<file path="src/rtl/alu_issue_stage.sv">
// RV32I issue register feeding the ALU: decodes operands/control and
// holds them in a 2-entry registered skid buffer with valid/ready.
module alu_issue_stage #(
  parameter int unsigned XLEN = 32,
  parameter logic [3:0] ILLEGAL_CTL = 4'b0000
) (
  input  logic            clk_w_i,
  input  logic            rst_w_i_h,
  input  logic            flush_w_i_h,
  input  logic            in_valid_w_i,
  output logic            in_ready_w_o,
  input  logic [31:0]     instr_w_i,
  input  logic [XLEN-1:0] pc_w_i,
  input  logic [XLEN-1:0] rs1_data_w_i,
  input  logic [XLEN-1:0] rs2_data_w_i,
  output logic            out_valid_w_o,
  input  logic            out_ready_w_i,
  output logic [XLEN-1:0] a_data_w_o,
  output logic [XLEN-1:0] b_data_w_o,
  output logic [3:0]      alu_control_w_o,
  output logic            addi_sub_flag_w_o,
  output logic            is_branch_w_o,
  output logic [2:0]      branch_f3_w_o,
  output logic [4:0]      rd_w_o,
  output logic            illegal_w_o_h
);

  typedef struct packed {
    logic [XLEN-1:0] a;
    logic [XLEN-1:0] b;
    logic [3:0]      ctl;
    logic            flag;
    logic            br;
    logic [2:0]      f3;
    logic [4:0]      rd;
    logic            ill;
  } issue_t;

  typedef enum logic [1:0] {
    EMPTY = 2'd0,
    ONE   = 2'd1,
    FULL  = 2'd2
  } buf_state_t;

  localparam logic [6:0] OPC_OP    = 7'b0110011;
  localparam logic [6:0] OPC_OPIMM = 7'b0010011;
  localparam logic [6:0] OPC_BR    = 7'b1100011;
  localparam logic [6:0] OPC_LUI   = 7'b0110111;
  localparam logic [6:0] OPC_AUIPC = 7'b0010111;

  buf_state_t state_q;
  buf_state_t state_n;
  issue_t     out_q;
  issue_t     skid_q;
  issue_t     dec;
  logic       in_ready_q;

  logic [6:0]      opc;
  logic [2:0]      f3;
  logic [6:0]      f7;
  logic            f7b;
  logic [XLEN-1:0] imm_i;
  logic [XLEN-1:0] imm_u;
  logic            f3_sh;

  assign opc   = instr_w_i[6:0];
  assign f3    = instr_w_i[14:12];
  assign f7    = instr_w_i[31:25];
  assign f7b   = instr_w_i[30];
  assign imm_i = {{(XLEN-12){instr_w_i[31]}}, instr_w_i[31:20]};
  assign imm_u = {{(XLEN-32){instr_w_i[31]}}, instr_w_i[31:12], 12'b0};
  assign f3_sh = (f3 == 3'b000) || (f3 == 3'b101);

  always_comb begin
    dec = '0;
    unique case (1'b1)
      (opc == OPC_OP): begin
        dec.a    = rs1_data_w_i;
        dec.b    = rs2_data_w_i;
        dec.ctl  = {f7b & f3_sh, f3};
        dec.flag = 1'b1;
        dec.rd   = instr_w_i[11:7];
        dec.ill  = !((f7 == 7'h00) || ((f7 == 7'h20) && f3_sh));
      end
      (opc == OPC_OPIMM): begin
        dec.a    = rs1_data_w_i;
        dec.b    = imm_i;
        dec.ctl  = {(f3 == 3'b101) & f7b, f3};
        dec.rd   = instr_w_i[11:7];
        if (f3 == 3'b001)
          dec.ill = (f7 != 7'h00);
        else if (f3 == 3'b101)
          dec.ill = !((f7 == 7'h00) || (f7 == 7'h20));
      end
      (opc == OPC_BR): begin
        dec.a    = rs1_data_w_i;
        dec.b    = rs2_data_w_i;
        dec.ctl  = 4'b1000;
        dec.flag = 1'b1;
        dec.br   = 1'b1;
        dec.f3   = f3;
        dec.ill  = (f3 == 3'b010) || (f3 == 3'b011);
      end
      (opc == OPC_LUI): begin
        dec.b  = imm_u;
        dec.rd = instr_w_i[11:7];
      end
      (opc == OPC_AUIPC): begin
        dec.a  = pc_w_i;
        dec.b  = imm_u;
        dec.rd = instr_w_i[11:7];
      end
      default: dec.ill = 1'b1;
    endcase
    // Illegal entries still flow downstream, but with inert operands.
    if (dec.ill) begin
      dec     = '0;
      dec.ctl = ILLEGAL_CTL;
      dec.ill = 1'b1;
    end
  end

  logic accept;
  logic drain;
  logic load_in;
  logic load_skid;
  logic move_skid;

  assign accept = in_valid_w_i & in_ready_q;
  assign drain  = (state_q != EMPTY) & out_ready_w_i;

  always_comb begin
    state_n   = state_q;
    load_in   = 1'b0;
    load_skid = 1'b0;
    move_skid = 1'b0;
    if (flush_w_i_h) begin
      state_n = EMPTY;
    end else begin
      unique case (state_q)
        EMPTY: begin
          if (accept) begin
            state_n = ONE;
            load_in = 1'b1;
          end
        end
        ONE: begin
          if (accept && !drain) begin
            state_n   = FULL;
            load_skid = 1'b1;
          end else if (accept && drain) begin
            load_in = 1'b1;
          end else if (drain) begin
            state_n = EMPTY;
          end
        end
        FULL: begin
          if (drain) begin
            state_n   = ONE;
            move_skid = 1'b1;
          end
        end
        default: state_n = EMPTY;
      endcase
    end
  end

  always_ff @(posedge clk_w_i) begin
    if (rst_w_i_h) begin
      state_q    <= EMPTY;
      out_q      <= '0;
      skid_q     <= '0;
      in_ready_q <= 1'b1;
    end else begin
      state_q    <= state_n;
      in_ready_q <= (state_n != FULL);
      if (load_in)
        out_q <= dec;
      else if (move_skid)
        out_q <= skid_q;
      if (load_skid)
        skid_q <= dec;
    end
  end

  assign in_ready_w_o      = in_ready_q;
  assign out_valid_w_o     = (state_q != EMPTY);
  assign a_data_w_o        = out_q.a;
  assign b_data_w_o        = out_q.b;
  assign alu_control_w_o   = out_q.ctl;
  assign addi_sub_flag_w_o = out_q.flag;
  assign is_branch_w_o     = out_q.br;
  assign branch_f3_w_o     = out_q.f3;
  assign rd_w_o            = out_q.rd;
  assign illegal_w_o_h     = out_q.ill;

endmodule

</file>
<file path="config.mk">
export PLATFORM = sky130hd
export DESIGN_NAME = alu_issue_stage
export DESIGN_NICKNAME = d
export VERILOG_FILES = /design/src/rtl/alu_issue_stage.sv
export SDC_FILE = /design/constraint.sdc
export NUM_CORES = 1
export LEC_CHECK = 0
export BUFFER_PORTS_ARGS = -buffer_cell sky130_fd_sc_hd__buf_2
export CORE_MARGIN = 2
export CORE_UTILIZATION = 55
export DETAILED_ROUTE_END_ITERATION = 10
export PLACE_DENSITY = 0.83
export RECOVER_POWER = 25
export SYNTH_ARGS = -nofsm -noshare
export SYNTH_HDL_FRONTEND = slang
export SYNTH_SLANG_ARGS = --single-unit
</file>
<file path="constraint.sdc">
create_clock -name clk_w_i -period 3.9 [get_ports clk_w_i]
set_input_delay 0.39 -clock clk_w_i [delete_from_list [all_inputs] [get_ports clk_w_i]]
set_output_delay 0.39 -clock clk_w_i [all_outputs]
set_load 0.005 [all_outputs]
</file>
==> results_dict.tcl, run 1 <==
set metrics [dict create \
    outcome "completed" \
    max_stage_delay_ns 0.80 \
    max_freq_mhz 396 \
    hpwl_um 12600 \
    rsz0062_at_grt "false" \
    worstMarginPinSlew_ns 0.904 \
    synth.distinct_cells 51 \
    detail-route-antenna-nets 0 \
    r2r_start "state_q[0]" \
    startpoint_type "register" \
    grtUsageMet1_pct 37.0 \
    cts_max_level 4 \
    crit_type "register to register" \
    maxSlewHeadroom_pct 39.6 \
    ioPinCount 214 \
    drc 0 \
    vdd.ir_drop.worst_mv 0.238 \
    vias_per_cell 6.03 \
    drive_gt1_share_pct 26.8 \
    ys_ff_latch 161 \
    synthFlopType "dfxtp_1" \
    yosys.area.top_type "dfxtp_1" \
    grt_max_degree 73 \
    portBuffers 213 \
    ctsResizeCount 0 \
    synth_edf_count 0 \
    numCtsBuffers 17 \
    arrival_ns 2.85 \
    dieWidth_um 115 \
    cellPowerDensity_nw_per_um2 417 \
    top_usage_layer "met2" \
    maxCapViolCount 0 \
    path_delay_family "simple AND/OR/NAND/NOR gates" \
    area_delta_synth_final_pct 24.6 \
    min_path_type "input pin to register" \
    cts_root_buf "clkbuf_16" \
    yosysMostFrequentCell "dfxtp_1" \
    fin_crit_sh_pct 64.8 \
    grt.total_usage_pct 28.8 \
    fin_crit_ns 2.53 \
    synthTopCellsByArea "dfxtp_1, mux2i_1, nand2_1, o21ai_0, o22ai_1" \
    rows 40 \
    yosys.area.top_type_share_pct 48.0 \
    skew_ns 0.00501 \
    worst_setup_path_end_kind "register" \
    crit_chain "nand2b_1 > or4_1 > or4_4 > o21ai_0" \
    drt_wl_total_um 18700 \
    fin_nets 1033 \
    synthCells 718 \
    path_max_fanout 59 \
    p_leak_nw 3.07 \
    gr-total-overflow 0 \
    grt_pass1_vias 5846 \
    p_total_mw 3.49 \
    wire_per_inst_um 17.7 \
    first_pass_iters 5 \
    yosys_warnings 0 \
    hold_buffers 0 \
    hp-start "out_ready_w_i" \
    antenna_found_initial 1 \
    drv_slew 0 \
    synthTopCellsByCount "dfxtp_1, nand2_1, mux2i_1" \
    hold_violations 0 \
    clock_sinks 161 \
    use_met2_pct 46.9 \
    cts_setup_buffers 0 \
    cts_tree "built" \
    slowest_stage "or4_4" \
    die_y_um 115 \
    grt_pass1_wl_um 29800 \
    async_flop_share_pct 0 \
    n_fill_cell 953 \
    crit_buf_inv 0 \
    grt.met3_usage_pct 5.66 \
    route.vias.total 6389 \
    fin_tns_setup_ns 0 \
    seq_area_frac_synth_pct 48.0 \
    die_area_um2 13100 \
    syn_nets 851 \
    clockBufferDepth 2 \
    cp-startpoint "state_q[0]" \
    syn_area_per_cell_um2 9.36 \
    gp_congestion 0.844 \
    initial_core_util_pct 56.2 \
    cp.required_ns 4.22 \
    first_iter_violations 450 \
    setup_viol 0 \
    synth_area_um2 6720 \
    clk_pin_slew_ns 0.06 \
    coreArea_um2 12000 \
    worstSkewPairLatency_ns 0.42 \
]
-- sequential cells by signal, summed over array words and instances (netlist names) --
| signal | count |
|---|---|
| in_ready_w_o | 1 |
| b_data_w_o | 32 |
| addi_sub_flag_w_o | 1 |
| illegal_w_o_h | 1 |
| skid_q | 79 |
| branch_f3_w_o | 3 |
| is_branch_w_o | 1 |
| a_data_w_o | 32 |
| rd_w_o | 5 |
| alu_control_w_o | 4 |
| state_q | 2 |
-- metrics by stage --
step / utilization, % / instance area, um^2 / setup slack, ns / hold WS [ns] / std cells
global route: 70.0 / 8380 / 1.22 / 0.232 / 1059
finish: 70.0 / 8380 / 1.37 / 0.231 / 1059
floorplan: - / 6720 / 1.58 / 0.416 / 718
global placement: 65.6 / 7840 / 1.21 / 0.431 / 1028
CTS: 70.4 / 8430 / 1.38 / 0.213 / 1058
detailed placement: 65.6 / 7840 / 1.14 / 0.439 / 1028
-- worst reg2reg max path: stages, from the launching register on --
cell,delay [ns]
dfxtp_1,0.41
nand2b_1,0.17
or4_1,0.73
or4_4,0.80
o21ai_0,0.32
-- cells in the final DEF, fill, tap and decap left out, types with 11 or more instances in the layout --
cell	count
buf_2	173
dfxtp_1	161
nand2_1	104
mux2i_1	66
o21ai_0	64
o22ai_1	49
clkbuf_1	40
a22oi_1	38
nor2_1	24
a21oi_1	21
a221oi_1	20
clkbuf_16	17
buf_4	13
a22o_1	11
-- logic make-up (layout without fill, tap and decap cells) --
kind of cell / count (synthesis) / after routing / synth area share, %
multiplexers: 68 / 68 / 10.2
AO/OA/AOI/OAI: 243 / 243 / 25.3
flip-flops: 161 / 161 / 48.0
buffers and inverters: 69 / 262 / 4.60
other: 0 / 1 / 0
AND/OR/NAND/NOR: 175 / 175 / 11.7
XOR/XNOR: 2 / 2 / 0.261
-- power by group --
group	switching (mW)	total [mW]	internal, mW	leakage, nW
combinational	0.114	0.195	0.0818	1.50
sequential	0.00274	1.65	1.65	1.30
clock	0.635	1.65	1.01	0.276
total	0.751	3.49	2.74	3.07
-- layer usage --
layer  routed length, um  part of all wire [%]  up-vias
li1                    -                     -     3033
met1                7730                    41     3017
met2                9040                    48      298
met3                1420                   7.6       41
met4                 526                   2.8        0
met5                   0                     0        -
-- area by class of cell --
cell class / instances / area (um^2) / share of cell area (%)
clock buffer: 19 / 443 / 5.29
inverter: 4 / 15.0 / 0.179
multi-input combinational: 488 / 3220 / 38.4
clock inverter: 11 / 140 / 1.67
antenna: 1 / 2.50 / 0.0299
sequential: 161 / 3220 / 38.5
tap: 147 / 184 / 2.20
timing repair buffer: 228 / 1150 / 13.8
-- path summary, 6_finish.rpt --
check,to,slack [ns],depth (start not counted)
setup / recovery,skid_q[43],1.37,4
hold / removal,in_ready_w_o,0.23,2
setup reg to reg,skid_q[43],1.37,4
hold reg to reg,skid_q[15],0.45,2
Power figures use the tool's default switching activity.
==> run 2: changes to the inputs <==
--- a/config.mk
+++ b/config.mk
@@ -7,9 +7,9 @@
 export LEC_CHECK = 0
 export BUFFER_PORTS_ARGS = -buffer_cell sky130_fd_sc_hd__buf_2
 export CORE_MARGIN = 2
-export CORE_UTILIZATION = 55
+export CORE_UTILIZATION = 51
 export DETAILED_ROUTE_END_ITERATION = 10
-export PLACE_DENSITY = 0.83
+export PLACE_DENSITY = 0.78
 export RECOVER_POWER = 25
 export SYNTH_ARGS = -nofsm -noshare
 export SYNTH_HDL_FRONTEND = slang
==> constraint.sdc (replaced) <==
create_clock -name clk_w_i -period 2.4 [get_ports clk_w_i]
set_input_delay 0.24 -clock clk_w_i [delete_from_list [all_inputs] [get_ports clk_w_i]]
set_output_delay 0.24 -clock clk_w_i [all_outputs]
set_load 0.005 [all_outputs]
==> run 2 against run 1 <==
Cell count increased by 4.2%. First-iteration DRC count increased by 33%. Die area increased by 7.6%. Final area increased by 3.0%. Sequential share of layout area decreased by 1.1 points. Core utilization decreased by 2.2 points. Non-clock buffer count increased by 18. Clock-buffer cell count unchanged. Register-to-register slack got worse by 1.2 ns. Routed wire length increased by 1.0%. Largest cell class unchanged.
==> results_dict.tcl, run 2 (synthesized netlist as in run 1, its figures left out) <==
set metrics [dict create \
    die_area_um2 14100 \
    maxCapViolCount 0 \
    hold_buffers 0 \
    use_met2_pct 42.9 \
    diodes 0 \
    final_common_cell "buf_2" \
    cp.required_ns 2.74 \
    min_path_type "input pin to register" \
    route.vias.total 6354 \
    maxSlewHeadroom_pct 22.2 \
    antenna_found_initial 0 \
    fin_crit_sh_pct 91.8 \
    worstMarginPinSlew_ns 1.16 \
    grtUsageMet1_pct 34.7 \
    grt_pass1_vias 5865 \
    max_freq_mhz 454 \
    rows 41 \
    postLayoutCoreUtil_pct 67.8 \
    clock_sinks 161 \
    cellPowerDensity_nw_per_um2 680 \
    ioPinCount 214 \
    portBuffers 213 \
    area_delta_synth_final_pct 28.4 \
    grt_max_degree 72 \
    grt.total_usage_pct 26.7 \
    crit_buf_inv 2 \
    cts_max_level 4 \
    hpwl_um 12600 \
    skew_ns 0.00353 \
    drive_gt1_share_pct 28.6 \
    drv_slew 0 \
    fin_nets 1051 \
    gr-total-overflow 0 \
    numCtsBuffers 17 \
    grt_pass1_wl_um 30300 \
    slowest_stage "nor2_4" \
    p_total_mw 5.87 \
    clk_pin_slew_ns 0.06 \
    path_delay_family "simple AND/OR/NAND/NOR gates" \
    crit_chain "nand2b_1 > nor4_2 > buf_4 > nor2_4 > buf_4 > nand2_1 > o21ai_0" \
    gp_congestion 0.868 \
    crit_type "register to register" \
    rsz0062_at_grt "false" \
    fin_tns_setup_ns 0 \
    wire_per_inst_um 17.1 \
    cts_tree "built" \
    worstSkewPairLatency_ns 0.42 \
    cp_common_cell "buf_4" \
    first_iter_violations 597 \
    vdd.ir_drop.worst_mv 0.463 \
    outcome "completed" \
    setup_viol 0 \
    dieWidth_um 119 \
    startpoint_type "register" \
    n_fill_cell 1132 \
    cts_root_buf "clkbuf_16" \
    p_leak_nw 3.20 \
    vias_per_cell 5.76 \
    clockBufferDepth 2 \
    first_pass_iters 4 \
    drt_wl_total_um 18900 \
    largest_register_ffs 79 \
    drc 0 \
    coreArea_um2 12700 \
    grt.met3_usage_pct 6.18 \
    max_stage_delay_ns 0.85 \
    top_usage_layer "met2" \
    detail-route-antenna-nets 0 \
    hold_violations 0 \
    largest-register "skid_q" \
    arrival_ns 2.54 \
    worst_setup_path_end_kind "register" \
    die_y_um 119 \
    initial_core_util_pct 52.8 \
    final_cell_mix "buf_2, dfxtp_1, nand2_1" \
    path_max_fanout 49 \
    fin_crit_ns 2.20 \
]
[run 2: cell count changes in the layout (fill, tap and decap cells not counted), sizes merged]
cell	previous run	this run
clkinv	4	5
buf	189	207
diode	1	0
bufinv	3	4
[run 2: timing repair]
item                       4_1_cts  5_1_grt
setup buffers                    0        0
resized for setup                0        1
setup endpoints to repair        0        6
[run 2: worst register-to-register path: stages, from the launching register on]
cell      delay, ns
dfxtp_1        0.31
nand2b_1       0.11
nor4_2         0.06
buf_4          0.14
nor2_4         0.85
buf_4          0.47
nand2_1        0.10
o21ai_0        0.09
[run 2: final cells by class]
cell class	count	area, um^2	area share [%]
clock buffers	19	443	5.13
multi-input cells	488	3220	37.3
clock inverters	13	186	2.16
inverters	4	15.0	0.174
well taps	172	215	2.49
repair buffers	246	1330	15.4
flip-flops and latches	161	3220	37.3
[run 2: worst paths after layout]
path	slack, ns	endpoint	from	cells after the start
setup / recovery	0.20	skid_q[64]	state_q[0]	7
hold / removal	0.08	rd_w_o[4]	instr_w_i[11]	2
setup reg to reg	0.20	skid_q[64]	state_q[0]	7
hold reg to reg	0.45	skid_q[77]	skid_q[77]	2
[run 2: stage by stage]
stage               hold WS (ns)  worst slack (ns)  instance area [um^2]  std cells
floorplan                  0.319             0.228                  6720        718
global placement           0.433            0.0871                  8050       1071
detailed placement         0.442            0.0896                  8050       1071
CTS                       0.0641             0.147                  8680       1103
global route              0.0817            0.0392                  8630       1103
finish                    0.0810             0.196                  8630       1103
[run 2: layer usage]
layer  share of wire, %  vias to the layer above
met4                3.0                        0
met5                  0                        -
met1                 44                     2969
met3                7.2                       39
li1                   -                     3067
met2                 46                      279
[run 2: power by group]
group          leakage (nW)  internal, mW  switching (mW)
sequential             1.30          2.68         0.00336
combinational          1.61         0.141           0.185
clock                 0.295          1.77            1.09
